**src/rtl/aes_pkg.sv**
```systemverilog
// Shared AES definitions: state geometry, the MSB-first byte selector and the
// serial SubBytes FSM encoding.
package aes_pkg;

    localparam int AES_STATE_W = 128;
    localparam int AES_NBYTES  = 16;

    typedef enum logic [1:0] {
        IDLE  = 2'd0,
        FEED  = 2'd1,
        DRAIN = 2'd2,
        DONE  = 2'd3
    } sbs_state_e;

    // Byte 0 is the most significant byte of the state (FIPS-197 order).
    function automatic logic [7:0] aes_byte(input logic [AES_STATE_W-1:0] s,
                                            input logic [3:0]             idx);
        return s[AES_STATE_W - 1 - 8 * int'(idx) -: 8];
    endfunction

endpackage

```
**src/rtl/sbox.sv**
```systemverilog
// AES forward S-box with one register stage: multiplicative inverse in
// GF(2^8) followed by the FIPS-197 affine transform.
module sbox (
    input  logic       clk,
    input  logic [7:0] col,
    output logic [7:0] subbed
);

    function automatic logic [7:0] gf_mul(input logic [7:0] a, input logic [7:0] b);
        logic [7:0] p_s;
        logic [7:0] x_s;
        p_s = 8'h00;
        x_s = a;
        for (int i = 0; i < 8; i++) begin
            if (b[i]) begin
                p_s = p_s ^ x_s;
            end else begin
                p_s = p_s;
            end
            x_s = {x_s[6:0], 1'b0} ^ (x_s[7] ? 8'h1b : 8'h00);
        end
        return p_s;
    endfunction

    // x^254 == x^-1 for x != 0, and maps 0 to 0 as the S-box requires.
    function automatic logic [7:0] gf_inv(input logic [7:0] x);
        logic [7:0] sq_s;
        logic [7:0] acc_s;
        sq_s  = x;
        acc_s = 8'h01;
        for (int i = 1; i < 8; i++) begin
            sq_s  = gf_mul(sq_s, sq_s);
            acc_s = gf_mul(acc_s, sq_s);
        end
        return acc_s;
    endfunction

    function automatic logic [7:0] sbox_f(input logic [7:0] x);
        logic [7:0] b_s;
        b_s = gf_inv(x);
        return b_s ^ {b_s[6:0], b_s[7]} ^ {b_s[5:0], b_s[7:6]}
                   ^ {b_s[4:0], b_s[7:5]} ^ {b_s[3:0], b_s[7:4]} ^ 8'h63;
    endfunction

    // Registered substitution; no reset, consumers ignore it when idle.
    always_ff @(posedge clk) begin
        subbed <= sbox_f(col);
    end

endmodule

```
**src/rtl/sub_bytes_serial.sv**
```systemverilog
// Serial AES-128 SubBytes: one shared S-box processes the 16 state bytes one
// per cycle, then the reassembled result is offered on an output handshake.
module sub_bytes_serial
    import aes_pkg::*;
(
    input  logic                   clk,
    input  logic                   rst,
    input  logic                   in_valid,
    output logic                   in_ready,
    input  logic [AES_STATE_W-1:0] in_state,
    output logic                   out_valid,
    input  logic                   out_ready,
    output logic [AES_STATE_W-1:0] out_state,
    output logic                   busy
);

    sbs_state_e             state_r;
    sbs_state_e             state_nxt_s;
    logic [3:0]             icnt_r;
    logic [3:0]             ccnt_r;
    logic [AES_STATE_W-1:0] hold_r;
    logic [AES_STATE_W-1:0] result_r;
    logic [7:0]             sbox_in_s;
    logic [7:0]             sbox_out_s;
    logic                   accept_s;
    logic                   collect_s;

    assign accept_s  = in_valid & in_ready;
    assign sbox_in_s = aes_byte(hold_r, icnt_r);
    assign out_state = result_r;

    sbox u_sbox (
        .clk    (clk),
        .col    (sbox_in_s),
        .subbed (sbox_out_s)
    );

    // FSM state register
    always_ff @(posedge clk) begin
        if (rst) begin
            state_r <= IDLE;
        end else begin
            state_r <= state_nxt_s;
        end
    end

    // FSM next-state decode
    always_comb begin
        state_nxt_s = state_r;
        case (state_r)
            IDLE:    state_nxt_s = accept_s ? FEED : IDLE;
            FEED:    state_nxt_s = (icnt_r == 4'(AES_NBYTES - 1)) ? DRAIN : FEED;
            DRAIN:   state_nxt_s = DONE;
            DONE:    state_nxt_s = out_ready ? IDLE : DONE;
            default: state_nxt_s = IDLE;
        endcase
    end

    // Output and collect-strobe decode; the S-box output lags issue by one cycle
    always_comb begin
        in_ready  = 1'b0;
        out_valid = 1'b0;
        busy      = 1'b0;
        collect_s = 1'b0;
        case (state_r)
            IDLE: begin
                in_ready = ~rst;
            end
            FEED: begin
                busy      = 1'b1;
                collect_s = (icnt_r != 4'd0);
            end
            DRAIN: begin
                busy      = 1'b1;
                collect_s = 1'b1;
            end
            DONE: begin
                busy      = 1'b1;
                out_valid = 1'b1;
            end
            default: begin
                busy = 1'b0;
            end
        endcase
    end

    // Input capture and issue counter
    always_ff @(posedge clk) begin
        if (rst) begin
            hold_r <= {AES_STATE_W{1'b0}};
            icnt_r <= 4'd0;
        end else if (accept_s) begin
            hold_r <= in_state;
            icnt_r <= 4'd0;
        end else if (state_r == FEED) begin
            icnt_r <= icnt_r + 4'd1;
        end else begin
            icnt_r <= icnt_r;
        end
    end

    // Result reassembly and collect counter
    always_ff @(posedge clk) begin
        if (rst) begin
            result_r <= {AES_STATE_W{1'b0}};
            ccnt_r   <= 4'd0;
        end else if (accept_s) begin
            ccnt_r <= 4'd0;
        end else if (collect_s) begin
            result_r[AES_STATE_W - 1 - 8 * int'(ccnt_r) -: 8] <= sbox_out_s;
            ccnt_r <= ccnt_r + 4'd1;
        end else begin
            ccnt_r <= ccnt_r;
        end
    end

endmodule

```
**config.mk**
```make
export PLATFORM = sky130hd
export DESIGN_NAME = sub_bytes_serial
export DESIGN_NICKNAME = d
export VERILOG_FILES = /design/src/rtl/aes_pkg.sv /design/src/rtl/sbox.sv /design/src/rtl/sub_bytes_serial.sv
export SDC_FILE = /design/constraint.sdc
export NUM_CORES = 1
export LEC_CHECK = 0
export CORE_ASPECT_RATIO = 0.6
export CORE_UTILIZATION = 50
export CTS_BUF_LIST = sky130_fd_sc_hd__clkbuf_2
export DETAILED_ROUTE_END_ITERATION = 10
export PLACE_DENSITY = 0.7
export SLEW_MARGIN = 20
export SYNTH_ARGS = -nofsm -noshare
export SYNTH_HDL_FRONTEND = slang
export SYNTH_HIERARCHICAL = 1
export SYNTH_SLANG_ARGS = --single-unit
```
**constraint.sdc**
```tcl
create_clock -name clk -period 23.4 [get_ports clk]
set_clock_uncertainty 0.05 [all_clocks]
set_input_delay 4.68 -clock clk [delete_from_list [all_inputs] [get_ports clk]]
set_output_delay 4.68 -clock clk [all_outputs]
set_load 0.005 [all_outputs]
```
Yosys cells after proc, flatten, opt, wreduce, memory -nomap -nowiden. Cells that the tools add are included.

Add/subtract/negate cells: 5. $mul: 0. Div/mod/pow operators: 0. $lt $le $gt $ge: 0. Equality and inequality tests: 4. Shift operators: 3. Mux-type cells: 212. Bitwise logic cells: 197. Reduce and logical (&&, ||, !) cells: 5.

Operators by type and width (count): XOR 8 bit (186); two-way mux 8 bit (105); two-way mux 5 bit (92); variable shift 8 x 33 -> 135 bit (first input constant) (1); variable part select 135 x 8 -> 8 bit (1); variable part select 8 x 33 -> 135 bit (1); bitwise mux 128 bit (1); negator 8 -> 33 bit (1); subtractor 7 x 7 -> 8 bit (first input constant) (2); adder 4 x 1 -> 4 bit (second input constant) (2); one-hot mux 2 bit (4 select lines) (1); two-way mux 7 bit (1); inverter 1 bit (first input constant) (7); two-way mux 2 bit (3); two-way mux 6 bit (1); two-way mux 1 bit (5); == test 2 bit (second input constant) (2); == test 4 bit (second input constant) (1); two-way mux 4 bit (1); inverter 4 bit (1); nonzero test 4 bit (1); two-way mux 3 bit (1); OR reduction 3 bit (1); == test 2 x 1 -> 1 bit (second input constant) (1); 6 further kinds (7).

Register bits after elaboration: 274. Bits in latches: 0. Bits in writable memories: 0. ROM bits: 0. Input port bits: 132. Output and inout port bits: 131. Logic and storage cells: 432. Memories: 0.

Logic depth before layout (Yosys ltp).
Depth in word-level cells: 134. Gate-level depth with buffers: 65. Mapped depth without buffers: 57.

Hierarchy. Netlist, hierarchy kept.

By module, submodules not included: sbox (instances 1, cells an instance 1872, area an instance 14501.4 um2, seq. area each 160.2 um2); sub_bytes_serial (instances 1, cells an instance 1227, area an instance 11644.9 um2, seq. area each 5325.1 um2).

Least setup slack after synthesis. OpenSTA, ideal clock, no wires.

Kind: register to register. From: reg icnt_r[0]. To: reg u_sbox.subbed[3]. Library setup time: 0.127 ns. Arrival: 15.464 ns. Required time: 23.223 ns. Path slack: 7.759 ns. Stages on the path, launching flop included: 58. Path buffers: 6. Period minus slack after synthesis: 15.641 ns. Path through: dfxtp_1 buf_2 buf_2 mux4_2 a22oi_1 nand2_1 ha_1 buf_2 nand2_1 xor2_2 inv_1 clkbuf_1 ha_1 clkbuf_1 xnor3_1 o21ai_0 xnor2_1 o22ai_1 [22 not listed] xnor2_2 xnor3_1 xnor3_1 xnor3_1 nand2_1 xor2_1 xnor3_1 xnor3_1 buf_4 xnor3_1 mux2i_1 mux2i_1 xnor3_1 xor2_1 xnor2_1 xnor2_2 xor3_1 xor2_1.

Longest elaborated chain between the ends: 130. Elaborated cells between the ends (all ways): 391. Classes of those cells: add/sub: 1; shift: 1; mux: 203; bitwise: 186.

RTL lines: start, declared (RTL line sub_bytes_serial.sv:19) `logic [3:0] icnt_r;`; start signal, assigned (RTL line sub_bytes_serial.sv:96) `icnt_r <= icnt_r + 4'd1;`; start signal, assigned (RTL line sub_bytes_serial.sv:98) `icnt_r <= icnt_r;`; subtractor 7 x 7 -> 8 bit * (RTL line aes_pkg.sv:18) `return s[AES_STATE_W - 1 - 8 * int'(idx) -: 8];`; variable part select 135 x 8 -> 8 bit * (RTL line aes_pkg.sv:18); via sbox_in_s[0] (RTL line sub_bytes_serial.sv:23) `logic [7:0] sbox_in_s;`; two-way mux 8 bit (RTL line sbox.sv:15) `if (b[i]) begin`; XOR 8 bit (RTL line sbox.sv:16) `p_s = p_s ^ x_s;`; two-way mux 8 bit (RTL line sbox.sv:15); XOR 8 bit (RTL line sbox.sv:16); two-way mux 8 bit (RTL line sbox.sv:15); [114 not listed]; two-way mux 8 bit (RTL line sbox.sv:15); XOR 8 bit (RTL line sbox.sv:16); two-way mux 8 bit (RTL line sbox.sv:15); XOR 8 bit (RTL line sbox.sv:16); two-way mux 8 bit * (RTL line sbox.sv:15); XOR 8 bit (2 in a row) (RTL line sbox.sv:41) `return b_s ^ {b_s[6:0], b_s[7]} ^ {b_s[5:0], b_s[7:6]}`; XOR 8 bit (RTL line sbox.sv:42) `^ {b_s[4:0], b_s[7:5]} ^ {b_s[3:0], b_s[7:4]} ^ 8'h63;`; XOR 8 bit * (RTL line sbox.sv:42); end signal, assigned (RTL line sbox.sv:47) `subbed <= sbox_f(col);`; end, declared (RTL line sbox.sv:6) `output logic [7:0] subbed`.

The timed path passes the listed nets; every way through them passes the cells marked *. A chain may end at the register's enable or synchronous reset.

Worst setup path after layout.
From: reg icnt_r[0]. To: reg u_sbox.subbed[3].

Longest elaborated chain between the ends: 130. Elaborated cells between the ends (all ways): 391. Classes of those cells: add/sub: 1; shift: 1; mux: 203; bitwise: 186.

RTL lines (RTL line): subtractor 7 x 7 -> 8 bit * (aes_pkg.sv:18); variable part select 135 x 8 -> 8 bit * (aes_pkg.sv:18); via sbox_in_s[7] (sub_bytes_serial.sv:23); two-way mux 5 bit or two-way mux 8 bit (tied branches) (sbox.sv:20, sbox.sv:15); XOR 8 bit (on tied branches) (sbox.sv:20, sbox.sv:16); XOR 8 bit or two-way mux 8 bit (tied branches) (sbox.sv:16, sbox.sv:15); two-way mux 8 bit or XOR 8 bit (tied branches) (sbox.sv:15, sbox.sv:16); XOR 8 bit or two-way mux 8 bit (tied branches) (sbox.sv:16, sbox.sv:15); [114 not listed]; two-way mux 8 bit (sbox.sv:15); XOR 8 bit (sbox.sv:16); two-way mux 8 bit (sbox.sv:15); XOR 8 bit (sbox.sv:16); two-way mux 8 bit * (sbox.sv:15); XOR 8 bit (2 in a row) (sbox.sv:41); XOR 8 bit (sbox.sv:42); XOR 8 bit * (sbox.sv:42).

Marked as above.

==> results.md <==
* Synthesized Nets at 3,251
* RePlAce Congestion at 1.02
* # port buffers at 262
* Chip Width at 297 µm
* Final Core Density at 0.582
* Worst r2r path cells at 57
* Worst Setup EP: u_sbox/subbed[3]
* Iteration-0 DRC count of the detailed router at 2,692
* Via-to-Cell Ratio at 5.97
* DRT Wirelength at 85,100 µm
* Cell count after synthesis at 3,099
* Fmax at 51.4 MHz
* Yosys reg bits at 274
* Post-synth top cells: 460 x nand2_1, 360 x xnor2_1, 288 x nor2_1
* CORE AREA at 0.0512 mm²
* Boundary pin count at 263
* Worst Min Path Start: out_state[69]
* Post-cts gate resize count at 0
* TritonRoute pass-1 iters at 6
* CTS Root Cell: clkbuf_2
* Total GRT Usage at 0.311
* Fin. Hold Viols at 0
* FF-to-FF Start: icnt_r[0]
* Fin. max-slew vios at 0
* Sink Count at 274
* Syn_area_per_cell at 8.44 µm²
* Finish-stage setup viols at 0
* CTS Buffer Depth at 3
* RSZ-0062 raised after global routing: no
* Post-synth EDFFs at 0
* Initial Util at 0.510
* CP max FO at 21
* Post-synth top area share at 0.210
* CP required at 24,070 ps
* CTS tree: yes
* Die Y at 179 µm
* Final worst slack at 3930 ps
* First-pass GRT wire length at 131,000 µm
* Pre-CTS setup slack at 4260 ps
* Share of layout cells above drive strength 1 at 0.103
* Setup crit start kind: flop
* Critical path class: flop to flop
* TritonCTS buffer count at 73
* Worst skew pair latency at 900 ps
* Ranking of synthesized cells by area: dfxtp_1 21%, xnor2_1 12%, xnor3_1 8.3%
* Status: complete, no violations
* Final Cycle Share at 0.832
* Top-count cell post-synth: nand2_1
* Vias at 24,000
* Dominant synthesized flop cell: dfxtp_1
* Max incr delay on CP at 730 ps
* Fin nets at 3,419
* Pin count of the biggest net entering global routing at 100
* Max_cap viols at 0
* Arrival time at the worst endpoint at 20,140 ps
* Setup TNS at 0 ps
* Synthesized cell area at 0.0261 mm²
* Die ar. at 0.0532 mm²
* Synth warn at 6
* Post-route minimum period at 19,470 ps
* Grt ovf at 0
* Slew margin rel. at 0.171
* Register clock-pin slew on the reported worst setup and hold paths at 90 ps
* Initial antenna violation count at 2
* CTS Hold Bufs at 0
* Wire per inst at 21.2 µm
* Critical R2R Capture: u_sbox/subbed[3]
* Slew @ Worst Pin at 1240 ps
* Seq/Total Area, Yosys at 0.210
* Number of cell rows at 64
* Syn-to-layout area delta at 14.1%
* Vias in the first global route at 22,500
* Worst path slowest cell: xnor3_1
* FFs w/ async S/R, synth at 0
* Detailed placement HPWL at 64,000 µm
* Worst hold path type: flop to flop
* Critical Path Source: icnt_r[0]
* Drt drc at 0
* Htree depth at 3
* ANT nets after route at 0
* Worst setup EP type: flop
* Biggest area consumer among synthesized cells: dfxtp_1
* Postcts setup bufs at 0
* Crit-path most repeated cell: xnor2_1
* FF-to-FF setup slack at 3930 ps
* Synth cell types at 105
sequential cells by signal, indices dropped and copies added (netlist names):
| signal | cells |
|---|---|
| hold_r | 128 |
| out_state | 128 |
| u_sbox/subbed | 8 |
| ccnt_r | 4 |
| icnt_r | 4 |
| state_r | 2 |
how the worst min path moves through the flow:
stage / slack [ps] / cells past startpoint / endpoint
final: 430 / 2 / out_state[69]
after global routing: 440 / 2 / hold_r[12]
after CTS: 430 / 2 / hold_r[15]
after detailed placement: 410 / 2 / hold_r[15]
after global placement: 410 / 2 / hold_r[67]
after floorplan: 400 / 2 / hold_r[104]
critical path, delay by kind of cell (launching register included):
family                   cells  cell delay (ps)
AO/OA/AOI/OAI                9             2230
buffers and inverters        5             1240
adder cells (fa/ha/maj)      4             1850
AND/OR/NAND/NOR              7             1660
multiplexers                 6             1910
flip-flops                   1              640
XOR/XNOR                    26             9650
area by class of cell:
cell class	instances	area, µm²
fill	4601	21400
inverter	28	105
tap	693	867
multi-input combinational	2555	19500
clock inverter	17	134
clock buffer	111	556
sequential	274	5490
timing repair buffer	335	3170
antenna	2	5.00
kinds of logic after synthesis:
family / after synthesis / share of synthesized area
AO/OA/AOI/OAI: 360 / 0.0952
XOR/XNOR: 613 / 0.285
adder cells (fa/ha/maj): 20 / 0.00957
buffers and inverters: 270 / 0.0502
flip-flops: 274 / 0.210
multiplexers: 220 / 0.100
AND/OR/NAND/NOR: 1342 / 0.250
routing by layer:
metal  track usage  vias up  part of all wire
met5             0        -                 0
met4        0.0614        0             0.013
met1         0.483    11600              0.48
met3        0.0837      107              0.12
met2         0.419     1226              0.39
li1              -    11000                 -
layout by cell type, fill, tap and decap left out, types with 19 or more instances in the layout:
cell / synthesis / layout
nand3b_1: 130 / 130
inv_1: 23 / 23
xnor2_2: 14 / 27
nor3_1: 84 / 83
a21oi_1: 69 / 69
nand2b_1: 139 / 139
o22ai_1: 30 / 30
nand2_1: 460 / 459
mux2i_1: 175 / 175
xnor3_1: 96 / 96
mux4_2: 32 / 32
clkbuf_2: 1 / 111
xor2_1: 100 / 99
a31oi_1: 19 / 19
nor2_1: 288 / 282
xnor2_1: 360 / 347
o21ai_0: 58 / 58
dfxtp_1: 274 / 272
ha_1: 20 / 20
clkdlybuf4s50_1: 0 / 261
a22oi_1: 28 / 28
buf_4: 29 / 74
nand3_1: 121 / 121
stage by stage:
| step | instance area [µm²] | hold WS (ps) | instances |
|---|---|---|---|
| floorplan | 26100 | 396 | 3099 |
| global placement | 29100 | 408 | 3885 |
| detailed placement | 29100 | 410 | 3885 |
| CTS | 29800 | 427 | 4013 |
| global route | 29800 | 443 | 4015 |
| finish | 29800 | 428 | 4015 |
Power is left out: the tool's default activity adds up to more than one toggle a clock period on the data nets, which glitch-free logic cannot reach.
